`src/rtl/tick_timer.sv`:
```
// rtl/tick_timer.sv - tick-driven countdown timer with sticky irq, one-shot or auto-reload
// Optional tick prescaler enabled by defining TICK_TIMER_PRESCALE_EN.
module tick_timer #(
  parameter int WIDTH    = 16,
  parameter int PRESCALE = 4
) (
  input  logic             clk,
  input  logic             res,
  input  logic             tick,
  input  logic             load_valid,
  output logic             load_ready,
  input  logic [WIDTH-1:0] load_value,
  input  logic             periodic,
  input  logic             start,
  input  logic             stop,
  output logic             busy,
  output logic [WIDTH-1:0] count,
  output logic             irq,
  input  logic             irq_ack,
  output logic             missed
);

  typedef enum logic [1:0] {IDLE, RUNNING, EXPIRED} state_t;

  state_t           state;
  state_t           state_nxt;
  logic [WIDTH-1:0] reload;
  logic             periodic_q;
  logic             load_fire;
  logic [WIDTH-1:0] count_eff;
  logic             step;
  logic             dec_event;
  logic             expire;

  assign busy       = (state == RUNNING);
  assign load_ready = !busy;
  assign load_fire  = load_valid && load_ready;
  // start must see a count loaded in the same cycle
  assign count_eff  = load_fire ? load_value : count;
  assign dec_event  = busy && tick && !stop && step && (count != '0);
  assign expire     = dec_event && (count == WIDTH'(1));

`ifdef TICK_TIMER_PRESCALE_EN
  localparam int PW = (PRESCALE > 1) ? $clog2(PRESCALE) : 1;

  logic [PW-1:0] presc;
  logic          presc_wrap;

  assign presc_wrap = (presc == PW'(PRESCALE - 1));
  assign step       = presc_wrap;

  always_ff @(posedge clk) begin
    if (!res) begin
      presc <= '0;
    end else if (load_fire || start || stop) begin
      presc <= '0;
    end else if (busy && tick) begin
      presc <= presc_wrap ? '0 : presc + PW'(1);
    end
  end
`else
  assign step = 1'b1;
`endif

  always_ff @(posedge clk) begin
    if (!res) begin
      state <= IDLE;
    end else begin
      state <= state_nxt;
    end
  end

  always_comb begin
    state_nxt = state;
    case (state)
      IDLE, EXPIRED: begin
        if (start && !stop && (count_eff != '0)) state_nxt = RUNNING;
      end
      RUNNING: begin
        if (stop)                        state_nxt = IDLE;
        else if (expire && !periodic_q)  state_nxt = EXPIRED;
      end
      default: state_nxt = IDLE;
    endcase
  end

  always_ff @(posedge clk) begin
    if (!res) begin
      count      <= '0;
      reload     <= '0;
      periodic_q <= 1'b0;
    end else if (load_fire) begin
      count      <= load_value;
      reload     <= load_value;
      periodic_q <= periodic;
    end else if (expire) begin
      count <= periodic_q ? reload : '0;
    end else if (dec_event) begin
      count <= count - WIDTH'(1);
    end
  end

  // an expiry in the same cycle as an ack wins; missed is left alone then
  always_ff @(posedge clk) begin
    if (!res) begin
      irq    <= 1'b0;
      missed <= 1'b0;
    end else if (expire) begin
      irq <= 1'b1;
      if (irq) missed <= 1'b1;
    end else if (irq_ack) begin
      irq    <= 1'b0;
      missed <= 1'b0;
    end
  end

endmodule

```
`config.mk`:
```
export PLATFORM = sky130hd
export DESIGN_NAME = tick_timer
export DESIGN_NICKNAME = d
export VERILOG_FILES = /design/src/rtl/tick_timer.sv
export SDC_FILE = /design/constraint.sdc
export NUM_CORES = 1
export LEC_CHECK = 0
export ABC_CLOCK_PERIOD_IN_PS = 2200
export BUFFER_PORTS_ARGS = -buffer_cell sky130_fd_sc_hd__buf_4
export CAP_MARGIN = 30
export CORE_ASPECT_RATIO = 0.8
export CORE_MARGIN = 2
export CORE_UTILIZATION = 49
export CTS_BUF_LIST = sky130_fd_sc_hd__clkbuf_4 sky130_fd_sc_hd__clkbuf_8 sky130_fd_sc_hd__clkbuf_16
export CTS_CLUSTER_SIZE = 28
export DETAILED_ROUTE_END_ITERATION = 12
export PLACE_DENSITY = 0.78
export REMOVE_ABC_BUFFERS = 1
export SLEW_MARGIN = 20
export SYNTH_ARGS = -nofsm -noshare
export SYNTH_HDL_FRONTEND = slang
export SYNTH_SLANG_ARGS = --single-unit
```
`constraint.sdc`:
```
create_clock -name clk -period 2.2 [get_ports clk]
set_clock_uncertainty 0.15 [all_clocks]
set_input_delay 0.22 -clock clk [delete_from_list [all_inputs] [get_ports clk]]
set_output_delay 0.22 -clock clk [all_outputs]
set_load 0.005 [all_outputs]
```
-- Yosys cells after proc, flatten, opt, wreduce, memory -nomap -nowiden
Index checks and enable logic that the tools add are counted.
- equality and inequality tests: 6
- add/sub/neg operators: 1
- reduce and logical (&&, ||, !) cells: 19
- mux-type cells: 13
- operators with widths (operator ; number):
    $mux W16 ; 5
    $reduce_bool A16 Y1 ; 2
    $eq A16 B1 Y1 const B ; 1
    $sub A16 B1 Y16 const B ; 1
    $logic_and A1 B1 Y1 ; 8
    $mux W2 ; 3
    $mux W1 ; 4
    $ne A2 B2 Y1 const B ; 2
    $pmux W2 S2 ; 1
    $reduce_and A2 Y1 ; 2
    $logic_not A1 Y1 ; 3
    $ne A3 B2 Y1 const B ; 1
    $reduce_bool A3 Y1 ; 1
    $eq A2 B1 Y1 const B ; 1
    $eq A2 B2 Y1 const B ; 1
    $logic_not A2 Y1 ; 1
    $reduce_bool A2 Y1 ; 1
    $reduce_or A2 Y1 ; 1
- register bits: 37
- input bits: 24

-- Depth between registers and ports, before layout
Gate-level depths: netlist (run 1).
- word-level depth: 9
- depth in mapped cells: 8
- gate-level depth less buffers: 7

-- Worst setup path after synthesis (run 1)
No wires, ideal clock.
- path kind: register -> register
- from: reg count[0]
- to: reg count[6]
- data required time: 1.916 ns
- cell stages (with the launch flop): 8
- period minus slack after synthesis: 2.279 ns
- arrival: 1.995 ns
- setup time: 0.134 ns
- path slack: -0.079 ns
- path buffers: 1
- cells stage by stage: dfxtp_1 -> inv_1 -> ha_1 -> nor3b_1 -> clkbuf_1 -> a22oi_1 -> o21ai_0 -> a31oi_1
- cells in the longest elaborated chain, start to end: 5
- RTL lines (what ; line ; text):
    start, declared ; 17 ; output logic [WIDTH-1:0] count,
    start signal, assigned ; 93 ; count <= load_value;
    start signal, assigned ; 97 ; count <= periodic_q ? reload : '0;
    start signal, assigned ; 99 ; count <= count - WIDTH'(1);
    branches (longest 5 deep; another with $sub A16 B1 Y16) ; - ;
Parallel ways; which one is timed is not known. The select of a mux whose other input is x is not followed.
A chain may end at the register's enable or synchronous reset.

-- Worst setup path after layout (run 1)
- from: reg count[1]
- to: reg count[9]
The elaborated chain is that of the path after synthesis.

==> impl_metrics.ini, run 1 <==
[routing]
vias = 2358
wirelength_um = 6560
avgRoutedWirePerCell_um = 16.9
dr.pass1.iters = 5
met3_length_um = 482
dr.max_layer_used = met4
met1_length_um = 3040
drt_iter0_drc = 240
route.detailed.drc = 0
routed-wl-met2_um = 2960
viasPerCell = 6.08
final_antenna_net_count = 0

[die]
boundaryPins = 44
num_rows = 21
dieArea_mm2 = 0.00480
fp.dieH_um = 62.4
die_x_um = 76.9
coreArea_mm2 = 0.00413
initial_core_util_pct = 50.6

[sta]
rsz0062_at_grt = yes
tightest_slew_ns = 0.624
max_freq_mhz = 464
finalHoldViolCount = 0
drv_slew = 0
fin_crit_sh_pct = 98.0
final.min_clock_period_ns = 2.16
setup_viol = 0
setup_tns_ns = 0
slew-limit-headroom_pct = 58.4

[clocking]
cts_made_buffers = 5
htreeDepth = 2
clkSinkCount = 37
root_buffer = clkbuf_8
clkLatencyLatePin_ns = 0.29
clk_pin_slew_worst_paths_ns = 0.07
cts_tree = done
clk_path_buf_depth = 2

[setup_path]
path_depth = 7
crit_family = simple AND/OR/NAND/NOR gates
cp_data_required_time_ns = 2.26
start_kind = flop
r2r_cells = 7
cp.arrival_ns = 2.22
critPathBufInv = 2
rr_startpoint = count[1]
path_class = reg -> reg
path_cells = inv_1, ha_1, or3b_2, nor2_2, buf_12, a311oi_1, o32ai_1
critPathMaxStageDelay_ns = 0.47
cp-startpoint = count[1]
worstSetupEndpointType = flop
critPathMaxFanout = 21
crit_path_top_delay_cell = or3b_2

[cells_and_area]
final_util_pct = 68.8
nets = 357
syn_to_final_growth_pct = 36.0
n_antenna_cell = 0
layout-drive-gt1-share_pct = 30.2

[hold_path]
min_from = load_value[9]
hold_path.class = in -> reg
holdPathStages = 3

[grt]
antenna_found_initial = 0
grt_use_total_pct = 27.5
grt_pass1_vias = 2125
grt_pass1_wl_um = 10500
grt_max_degree = 25
overflow = 0

[synthesis]
synth_area_per_cell_um2 = 7.75
yosys_register_bits = 37
synthFlopType = dfxtp_1
syn_area_mm2 = 0.00209
ys_seq_area_share_pct = 35.5
synth_edf_count = 0
netlist-cell-type-count = 48
async_reset_ff_share_pct = 0
syn_inst = 269
yosysWarnings = 0

[pwr]
power.total_mw = 1.99
ir_worst_vdd_mv = 0.476
leakagePower_nw = 1.11
powerDensity_mw_per_mm2 = 703

[placement]
portBuffers = 43
dp_hpwl_um = 4570
place_congestion = 0.889

[outcome]
status = complete, no violations

[run]
cap_violations = 0
==> layout make-up <==
type	instances	area, µm²
multi-input combinational	203	1270
inverter	7	26.3
timing repair buffer	76	602
fill	359	1290
clock inverter	1	30.0
clock buffer	7	90.1
tap	57	71.3
sequential	37	746
==> cell families after synthesis <==
family / share of synthesized area [%]
xor gates and xnor gates: 2.94
and+or+nand+nor: 24.5
AOI/OAI and AO/OA: 28.9
DFF: 35.5
adders and majority gates: 1.80
buffers and inverters: 6.36
==> power by group <==
part,internal (mW),switching (mW)
logic,0.293,0.298
clock network,0.382,0.246
registers,0.721,0.0533
==> cell usage after synthesis (4+ instances only) <==
| master | number | share of area (%) |
|---|---|---|
| inv_1 | 7 | 1.3 |
| nand2_1 | 50 | 9.0 |
| clkbuf_1 | 13 | 2.3 |
| o211ai_1 | 7 | 2.5 |
| dfxtp_1 | 37 | 36 |
| buf_2 | 4 | 0.96 |
| nor2_1 | 12 | 2.2 |
| o21ai_0 | 24 | 5.8 |
| xnor2_1 | 4 | 1.7 |
| a31oi_1 | 14 | 4.2 |
| nand4_1 | 5 | 1.5 |
| a21oi_1 | 20 | 4.8 |
| nor4_1 | 11 | 3.3 |
| nand3_1 | 6 | 1.4 |
==> cell usage in the layout, fill, tap and decap left out, drive strengths merged, types with 3 or more instances in the layout <==
cell | Yosys | routed
xor2 | 3 | 3
dfxtp | 37 | 37
ha | 3 | 3
nor3b | 3 | 3
nor2 | 12 | 12
clkbuf | 13 | 7
a31oi | 14 | 14
inv | 7 | 7
xnor2 | 4 | 4
or4 | 4 | 4
a21oi | 20 | 20
nand2 | 50 | 50
o211ai | 7 | 7
o21ai | 24 | 24
buf | 9 | 75
nand3 | 6 | 6
nor4 | 11 | 11
nand4 | 5 | 5
o31ai | 3 | 3
==> flip-flops by register name, summed over array words and instances, names as in the netlist <==
register / flops
state: 2
irq: 1
periodic_q: 1
count: 16
missed: 1
reload: 16
==> stage by stage <==
| step | hold slack (ns) | setup WS [ns] | instances | area [µm²] |
|---|---|---|---|---|
| 2_1_floorplan | 0.188 | -0.711 | 247 | 1980 |
| 3_3_place_gp | 0.293 | -0.0234 | 378 | 2640 |
| 3_5_place_dp | 0.297 | -0.0490 | 378 | 2640 |
| 4_1_cts | 0.0345 | 0.0136 | 387 | 2780 |
| 5_1_grt | 0.0444 | -0.0278 | 388 | 2840 |
| 6_report | 0.0363 | 0.0434 | 388 | 2840 |
==> final timing paths <==
| path | to | slack, ns |
|---|---|---|
| max reg2reg | count[9] | 0.04 |
| max | count[9] | 0.04 |
| min | reload[9] | 0.04 |
| min reg2reg | reload[13] | 0.31 |
==> tightest hold or removal path: stages <==
cell and delay (ns):
buf_4 0.12, nand2_1 0.05, a21oi_1 0.05
==> routing by layer <==
metal	global-route usage [%]	up-vias
met5	0	-
met1	38.9	1130
met2	42.8	98
met4	7.05	0
met3	5.52	9
li1	-	1121
==> what timing repair did <==
action | 4_1_cts | 5_1_grt
gates resized for setup | 4 | 12
pin swaps | 0 | 5
endpoints found under the hold margin | 1 | 0
buffers inserted | 0 | 1
setup endpoints to repair | 5 | 9
hold buffers | 1 | 0
Power figures use the tool's default switching activity.
==> inputs of run 2 (changes only) <==
--- a/config.mk
+++ b/config.mk
@@ -14,7 +14,8 @@
 export CTS_BUF_LIST = sky130_fd_sc_hd__clkbuf_4 sky130_fd_sc_hd__clkbuf_8 sky130_fd_sc_hd__clkbuf_16
 export CTS_CLUSTER_SIZE = 28
 export DETAILED_ROUTE_END_ITERATION = 12
-export PLACE_DENSITY = 0.78
+export PLACE_DENSITY = 0.76
+export RECOVER_POWER = 25
 export REMOVE_ABC_BUFFERS = 1
 export SLEW_MARGIN = 20
 export SYNTH_ARGS = -nofsm -noshare
==> run 2 against run 1 <==
Compared with the run above: first-iteration DRC count is 5.8% lower; clock power decreased by 21%; wire length fell by 3.0%; sequential power decreased by 0.8%; hold slack worse by 0.026 ns; largest cell class unchanged; via count is 1.3% lower; worst setup slack improved by 0.018 ns.
==> impl_metrics.ini, run 2 (synthesis gave the netlist of run 1 again) <==
[clocking]
clkSinkCount = 37
htreeDepth = 2
cts_made_buffers = 5
post_cts_buffers = 0
root_buffer = clkbuf_8
cts_tree = done
clk_path_buf_depth = 2
clk_pin_slew_worst_paths_ns = 0.07
cts_hold_buf = 0
clkLatencyLatePin_ns = 0.29

[grt]
antenna_found_initial = 0
grt_pass1_wl_um = 10200
grt_use_met3_pct = 5.96
gr-usage-met1_pct = 36.8
busiest_layer = met2
gr-usage-met2_pct = 41.2
grt_max_degree = 22
grt_use_total_pct = 26.5
overflow = 0
grt_pass1_vias = 2060

[sta]
max_freq_mhz = 468
tightest_slew_ns = 0.699
rsz0062_at_grt = no
setup_tns_ns = 0
drv_slew = 0
fin_crit_sh_pct = 97.2
finalHoldViolCount = 0
slew-limit-headroom_pct = 53.4
setup_viol = 0
final.min_clock_period_ns = 2.14

[cells_and_area]
fin_area_mm2 = 0.00274
fill_cells = 395
top_regs = count: 16 flops, reload: 16 flops, state: 2 flops
nets = 357
layout_common_cells = buf_4, nand2_1, dfxtp_1, o21ai_0, a21oi_1
final_cells = 387
n_antenna_cell = 0
final_common_cell = buf_4
syn_to_final_growth_pct = 31.1
layout-drive-gt1-share_pct = 28.8

[die]
num_rows = 21
boundaryPins = 44
coreArea_mm2 = 0.00413
die_x_um = 76.9
fp.dieH_um = 62.4
initial_core_util_pct = 50.6
dieArea_mm2 = 0.00480

[routing]
avgRoutedWirePerCell_um = 16.4
final_antenna_net_count = 0
route.detailed.drc = 0
wirelength_um = 6360
viasPerCell = 6.01
vias = 2327
dr.pass1.iters = 5
drt_iter0_drc = 226

[setup_path]
r2r_cells = 6
critPathMaxStageDelay_ns = 0.55
critPathMaxFanout = 4
ff2ff_setup_slack_ns = 0.06
rr_startpoint = count[0]
path_class = reg -> reg
path_cells = or4_1, buf_4, nor4_1, xnor2_1, or3_1, a31oi_1
start_kind = flop
cp.arrival_ns = 2.21
cp_data_required_time_ns = 2.27
worstSetupEndpointType = flop
crit_path_top_delay_cell = or4_1
r2r-end = count[13]

[hold_path]
min_to = periodic_q
holdPathStages = 3
min_from = periodic
hold_path.class = in -> reg

[run]
cap_violations = 0

[placement]
dp_cells = 380
dp_hpwl_um = 4610
dpl_cell_area_mm2 = 0.00263
place_congestion = 0.916
portBuffers = 43

[pwr]
leakagePower_nw = 1.07
ir_worst_vdd_mv = 0.425
power.total_mw = 1.82
powerDensity_mw_per_mm2 = 667

[outcome]
status = complete, no violations
-- run 2: how the worst max path moves through the flow --
stage,end,from,cells past startpoint,slack (ns)
after detailed placement,count[9],count[1],7,0.03
after global routing,count[13],count[0],6,0.008
after floorplan,count[11],count[0],7,-0.71
final,count[13],count[0],6,0.06
after CTS,count[9],count[1],7,0.01
after global placement,count[13],count[0],6,0.07
-- run 2: layout make-up --
cell class,instances,area (µm²),share of cell area (%)
multi-input combinational,203,1240,45.2
clock buffer,7,90.1,3.29
timing repair buffer,76,567,20.7
sequential,37,743,27.2
tap,57,71.3,2.61
inverter,7,26.3,0.961
-- run 2: what timing repair did --
action / 4_1_cts / 5_1_grt
pin swaps: 0 / 2
resized for setup: 1 / 8
endpoints found under the setup margin: 1 / 9
-- run 2: power breakdown --
group	total (mW)	switching, mW	internal [mW]
Sequential	0.768	0.0466	0.721
Combinational	0.559	0.286	0.272
Clock	0.498	0.237	0.261
Total	1.82	0.570	1.25
-- run 2: metal layers --
| metal | share of wire (%) | wire length, µm |
|---|---|---|
| met1 | 45 | 2870 |
| met2 | 45 | 2870 |
| met3 | 8.6 | 546 |
| met4 | 1.1 | 68 |
| met5 | 0 | 0 |
-- run 2: critical path: cells and delay by family, from the launching register on --
kind	cells	cell delay [ns]
compound gates	1	0.15
flops	1	0.34
xor+xnor	1	0.11
buf+inv	1	0.17
simple gates	3	1.15
-- run 2: stage by stage --
stage | hold WS, ns | util (%) | setup slack (ns)
3_3_place_gp | 0.293 | 63.7 | 0.0747
4_1_cts | 0.0119 | 65.9 | 0.0138
2_1_floorplan | 0.188 | - | -0.711
3_5_place_dp | 0.298 | 63.7 | 0.0279
6_report | 0.0104 | 66.3 | 0.0616
5_1_grt | 0.0569 | 66.3 | 0.00758
